==> src/rtl/fifo_rd_packer.sv <==
// Read-side FIFO drain: packs PACK bytes little-endian into a valid/ready word stream, flush emits partial words.
// Capture 1 cycle after rd_en, word valid 1 cycle after last byte; a blocked output register stalls further reads.
module fifo_rd_packer #(
  parameter int Data_Width = 8,
  parameter int PACK       = 4
) (
  input  logic                       rd_clk,
  input  logic                       rd_rst,
  input  logic                       fifo_empty,
  output logic                       fifo_rd_en,
  input  logic [Data_Width-1:0]      fifo_data_out,
  input  logic                       flush,
  output logic [Data_Width*PACK-1:0] m_data,
  output logic [PACK-1:0]            m_keep,
  output logic                       m_valid,
  input  logic                       m_ready,
  output logic [31:0]                word_count
);

  localparam int CW = $clog2(PACK + 1);
  localparam logic [CW-1:0] PACK_C = CW'(PACK);

  logic [PACK-1:0][Data_Width-1:0] acc, acc_n;
  logic [PACK-1:0]                 keep_acc, keep_n;
  logic [CW-1:0]                   cnt, cnt_n;
  logic                            pend, flush_req;
  logic                            full, emit_part, out_free, load;

  // Reads already in flight count against free lanes so the accumulator never overflows.
  assign fifo_rd_en = !rd_rst && !fifo_empty && !flush_req &&
                      (({1'b0, cnt} + {{CW{1'b0}}, pend}) < {1'b0, PACK_C});

  always_comb begin
    acc_n  = acc;
    keep_n = keep_acc;
    cnt_n  = cnt;
    if (pend) begin
      for (int i = 0; i < PACK; i++) begin
        if (cnt == CW'(i)) begin
          acc_n[i]  = fifo_data_out;
          keep_n[i] = 1'b1;
        end
      end
      cnt_n = cnt + CW'(1);
    end
  end

  assign out_free  = !m_valid || m_ready;
  assign full      = (cnt_n == PACK_C);
  assign emit_part = flush_req && !pend && (cnt != '0);
  assign load      = out_free && (full || emit_part);

  always_ff @(posedge rd_clk or posedge rd_rst) begin
    if (rd_rst) begin
      acc        <= '0;
      keep_acc   <= '0;
      cnt        <= '0;
      pend       <= 1'b0;
      flush_req  <= 1'b0;
      m_data     <= '0;
      m_keep     <= '0;
      m_valid    <= 1'b0;
      word_count <= '0;
    end else begin
      pend <= fifo_rd_en;
      if (load) begin
        // Unfilled lanes are already zero because acc clears on every transfer.
        m_data   <= acc_n;
        m_keep   <= full ? {PACK{1'b1}} : keep_n;
        m_valid  <= 1'b1;
        acc      <= '0;
        keep_acc <= '0;
        cnt      <= '0;
      end else begin
        acc      <= acc_n;
        keep_acc <= keep_n;
        cnt      <= cnt_n;
        if (m_ready) m_valid <= 1'b0;
      end
      if (flush)
        flush_req <= 1'b1;
      else if (flush_req && !pend && (cnt == '0 || load))
        flush_req <= 1'b0;
      if (m_valid && m_ready) word_count <= word_count + 32'd1;
    end
  end

endmodule

==> config.mk <==
export PLATFORM = sky130hd
export DESIGN_NAME = fifo_rd_packer
export DESIGN_NICKNAME = d
export VERILOG_FILES = /design/src/rtl/fifo_rd_packer.sv
export SDC_FILE = /design/constraint.sdc
export NUM_CORES = 1
export LEC_CHECK = 0
export ABC_AREA = 0
export CAP_MARGIN = 10
export CORE_MARGIN = 3
export CORE_UTILIZATION = 48
export CTS_CLUSTER_SIZE = 8
export DETAILED_ROUTE_END_ITERATION = 16
export GPL_ROUTABILITY_DRIVEN = 0
export PLACE_DENSITY = 0.76
export SETUP_SLACK_MARGIN = 0.3
export SLEW_MARGIN = 10
export SYNTH_ARGS = -nofsm -noshare
export SYNTH_HDL_FRONTEND = slang
export SYNTH_SLANG_ARGS = --single-unit
==> constraint.sdc <==
create_clock -name rd_clk -period 2.99 [get_ports rd_clk]
set_input_delay 0.299 -clock rd_clk [delete_from_list [all_inputs] [get_ports rd_clk]]
set_output_delay 0.299 -clock rd_clk [all_outputs]
set_load 0.05 [all_outputs]
Yosys cells after proc, flatten, opt, wreduce, memory -nomap -nowiden
Index checks and enable logic that the tools add are counted.
- magnitude comparators: 1
- multiplexer cells: 19
- add/sub/neg operators: 3
- eq/ne operators: 4
- reductions and logical operators: 20
- operators with widths (operator ; count):
    two-way mux 32 bit ; 2
    adder 32 x 1 -> 32 bit (second input constant) ; 1
    two-way mux 8 bit ; 4
    two-way mux 4 bit ; 3
    logical AND 1 bit ; 8
    two-way mux 1 bit ; 8
    == test 3 x 2 -> 1 bit (second input constant) ; 2
    two-way mux 3 bit ; 2
    logical NOT 1 bit ; 5
    adder 3 x 1 -> 4 bit ; 1
    < comparator 4 x 3 -> 1 bit (second input constant) ; 1
    nonzero test 2 bit ; 2
    adder 3 x 1 -> 3 bit (second input constant) ; 1
    == test 3 x 1 -> 1 bit (second input constant) ; 1
    == test 3 bit (second input constant) ; 1
    logical NOT 3 bit ; 1
    logical OR 1 bit ; 3
    nonzero test 3 bit ; 1
- register bits: 110
- logic and storage cells: 59

Logic depth before layout (Yosys ltp)
- depth in word-level cells: 9
- gate-level depth with buffers: 8
- depth with buffers taken out: 6

Least setup slack after synthesis
Ideal clock, no wire load.
- kind: register to register
- from: register cnt[0]
- to: register m_keep[0]
- setup time: 0.125 ns
- arrival time: 1.889 ns
- cell stages (with the launch flop): 8
- buffers on the path: 1
- data required time: 2.865 ns
- slack: 0.976 ns
- period minus slack after synthesis: 2.014 ns
- cell sequence: dfrtp_1 > ha_1 > ha_1 > nor4b_4 > a31oi_4 > a21oi_2 > buf_6 > mux2_2
- cells in the longest elaborated chain, start to end: 5
- elaborated cells between the ends (all ways): 11
- ends and longest elaborated chain (element ; line ; source):
    from (decl) ; 25 ; logic [CW-1:0] cnt, cnt_n;
    from (signal assigned) ; 77 ; cnt <= cnt_n;
    adder 3 x 1 -> 3 bit ; 44 ; cnt_n = cnt + CW'(1);
    two-way mux 3 bit ; 37 ; if (pend) begin
    == test 3 bit ; 49 ; assign full = (cnt_n == PACK_C);
    logical OR 1 bit ; 51 ; assign load = out_free && (full || emit_part);
    logical AND 1 bit ; 51 ;
    to (signal assigned) ; 69 ; m_keep <= full ? {PACK{1'b1}} : keep_n;
    to (decl) ; 14 ; output logic [PACK-1:0] m_keep,
Several ways; a longest one is shown, not always the timed one.
A chain may end at the register's enable or synchronous reset.

Worst setup path after layout
- from: register cnt[1]
- to: register m_data[10]
- cells in the longest elaborated chain, start to end: 5
- elaborated cells between the ends (all ways): 10
- ends and longest elaborated chain (element ; line ; source):
    adder 3 x 1 -> 3 bit ; 44 ;
    two-way mux 3 bit ; 37 ;
    == test 3 bit ; 49 ;
    logical OR 1 bit ; 51 ;
    logical AND 1 bit ; 51 ;
    to (signal assigned) ; 68 ; m_data <= acc_n;
    to (decl) ; 13 ; output logic [Data_Width*PACK-1:0] m_data,
Several ways; a longest one is shown, not always the timed one.

==> impl_results.md <==
* Crit Path Category: reg2reg
* Final hold vios at 0
* M3 GR Usage at 3.49%
* Count of pins over their slew limit at 0
* Max-Cap Viols at 0
* Register area share after synthesis at 57.7%
* Fillers at 772
* Global route overflow at 0
* Skew-Pair Late Insertion Delay at 350 ps
* Worst vdd ir at 564 µV
* Port-buffer cells at 82
* Clk slew on worst S/H paths at 100 ps
* Worst slew pin tran at 581 ps
* CTS tree: yes
* Maximum clock insertion buffer count at 2
* Largest cells by area after synthesis: dfrtp_1 58%, mux2i_1 14%, xnor2_1 4.6%
* Power share of the sequential group at 39.1%
* Final non-filler cell total at 609
* Synth cell count leaders: 110 x dfrtp_1, 65 x mux2i_1, 43 x nor2_1, 37 x inv_1, 25 x xnor2_1
* Gr busiest metal: met2
* Met1 usage at 24.0%
* Height of the die at 106 µm
* Max Fclk at 421 MHz
* Placed Instances at 593
* Top-count cell post-synth: dfrtp_1
* Outcome: finished, final reports clean
* Initial Util at 50.4%
* Vias at 3,098
* Critical-path cell list: ha_1, ha_1, nor4b_4, a31oi_4, a21oi_4, buf_12, mux2i_1
* Worst slack, placed at 477 ps
* Final wirelength at 9040 µm
* Most used flip-flop cell after synthesis: dfrtp_1
* Int Power at 3.07 mW
* Gate power share at 41.5%
* Kind of cell adding the most delay to the critical path: adder cells
* Syn_area_per_cell at 12.3 µm²
* CTS buffer count at 9
* I/O Pins at 83
* Post-synth EDFFs at 0
* Die area at 11,200 µm²
* CP arrival at 2640 ps
* Largest net degree at the start of global routing at 49
* Cell taking the most area after synthesis: dfrtp_1
* Clk_skew at 12.9 ps
* Layout cell share with drive strength beyond 1 at 8.33%
* Post-route setup TNS at 0 ps
* CTS H-Tree Depth at 3
* Ys async rst share at 100%
* Top cell by count, worst path: ha_1
* Initial antenna violation count at 0
* Synth cell types at 33
* Hold crit path type: in2async
* Antenna viol nets, final at 0
* Finished Core Util at 63.3%
* Slew margin rel. at 60.9%
* Drt first-iter violations at 150
* Min Tclk post-route at 2370 ps
* Buf/Inv on CP at 1
* Pleak at 2.96 nW
* CTS root buf: clkbuf_8
* Number of global-route vias before repair at 3,205
* Psw at 2.05 mW
* Synthesized Nets at 407
* Placed wire-length estimate at 6520 µm
* First-pass GRT wire length at 15,700 µm
* Post-route setup slack at 617 ps
* Tcrit/Tclk final at 79.4%
* Crit-path max FO at 34
* Synth-to-Final Area Change at 25.5%
* Post-Syn Instances at 387
* DR vias/cell at 5.09
* WP data required at 3260 ps
* Drt pass-1 iters at 4
* Antenna Cells at 0
* Net Sw Frac at 40.1%
* Share of the synthesized area in the top cell type at 57.7%
* Site Rows at 35
* CP Launch Type: register
* Pwr dens at 855 nW/µm²
* Nature of the critical path endpoint: register
* Met2 Use GR at 27.5%
* Nets at 495
* Crit-path max cell delay at 440 ps
* Wire length per cell at 14.8 µm
* Core Area at 9460 µm²
* Unrepaired setup endpoints after global routing: false
* Register area at 2750 µm²
* Post-synthesis cell area at 4770 µm²
* Multi-input gate area at 1790 µm²
* Slowest cell on the critical path: dfrtp_1
* Die width at 106 µm
* Setup Viol. Count Final at 0
* Yosys warning count at 0
* Clock sink total at 110
* Synth Register Bits at 110
* GRT Util Overall at 17.2%
* Clk pwr share at 19.4%
* Drt drc at 0
-- per-stage QoR --
step                      power [mW]  hold WS (ps)  instance area, µm²
after floorplan                 3.55           391                4770
after global placement          4.13           459                5750
after detailed placement        4.17           468                5750
after CTS                       5.17           332                5980
after global routing            5.41           349                5990
final                           5.12           329                5990
-- cell type report --
class,count,share of cell area [%]
sequential,110,46.0
tap,129,2.70
clock inverter,6,1.53
clock buffer,10,2.30
timing repair buffer,88,15.1
multi-input combinational,229,30.0
inverter,37,2.38
-- kinds of logic (layout without fill, tap and decap cells) --
family / Yosys count / in the layout / synth area share [%]
and+or+nand+nor: 111 / 111 / 13.4
muxes: 71 / 71 / 15.1
AOI/OAI and AO/OA: 9 / 9 / 1.47
DFF: 110 / 110 / 57.7
adders and majority gates: 7 / 7 / 1.84
buffers and inverters: 48 / 141 / 4.80
xor gates and xnor gates: 31 / 31 / 5.69
-- final timing paths --
kind,startpoint,end,slack (ps),cells after the start
min in group rd_clk,word_count[31],word_count[31],480,1
min reg2reg,word_count[31],word_count[31],480,1
max in group asynchronous,rd_rst,word_count[5],2020,3
max,cnt[1],m_data[10],620,7
max reg2reg,cnt[1],m_data[10],620,7
min,rd_rst,pend,330,2
-- power by group through the flow --
stage               clock (mW)  combinational (mW)  sequential [mW]
floorplan                    0               0.852             2.70
detailed placement           0                2.14             2.03
global route              1.08                2.28             2.05
finish                   0.994                2.12             2.00
CTS                       1.02                2.15             2.01
global placement             0                2.10             2.03
-- timing repair --
item,4_1_cts,5_1_grt
hold buffers,0,0
setup buffers,0,0
setup endpoints to repair,0,1
hold endpoints to repair,0,0
resized for setup,0,1
-- registers in the layout, summed over array words and instances (netlist names) --
| signal | flops |
|---|---|
| acc | 32 |
| flush_req | 1 |
| pend | 1 |
| m_data | 32 |
| m_keep | 4 |
| keep_acc | 4 |
| m_valid | 1 |
| cnt | 3 |
| word_count | 32 |
-- layer usage --
layer	vias up	wire length, µm	part of all wire, %
li1	1459	-	-
met1	1552	4230	47
met2	76	4230	47
met3	11	473	5.2
met4	0	113	1.3
met5	-	0	0
-- layout by cell type, fill, tap and decap left out, types with 5 or more instances in the layout --
master / count
ha_1: 7
mux2_2: 6
inv_1: 36
clkbuf_8: 10
nand3_1: 11
nand4_1: 9
xor2_1: 6
a21oi_1: 5
and4_1: 7
and2_1: 5
dfrtp_1: 110
nor2_1: 43
mux2i_1: 65
clkdlybuf4s50_1: 81
xnor2_1: 25
nand2_1: 16
(Power assumes the default switching activity.)
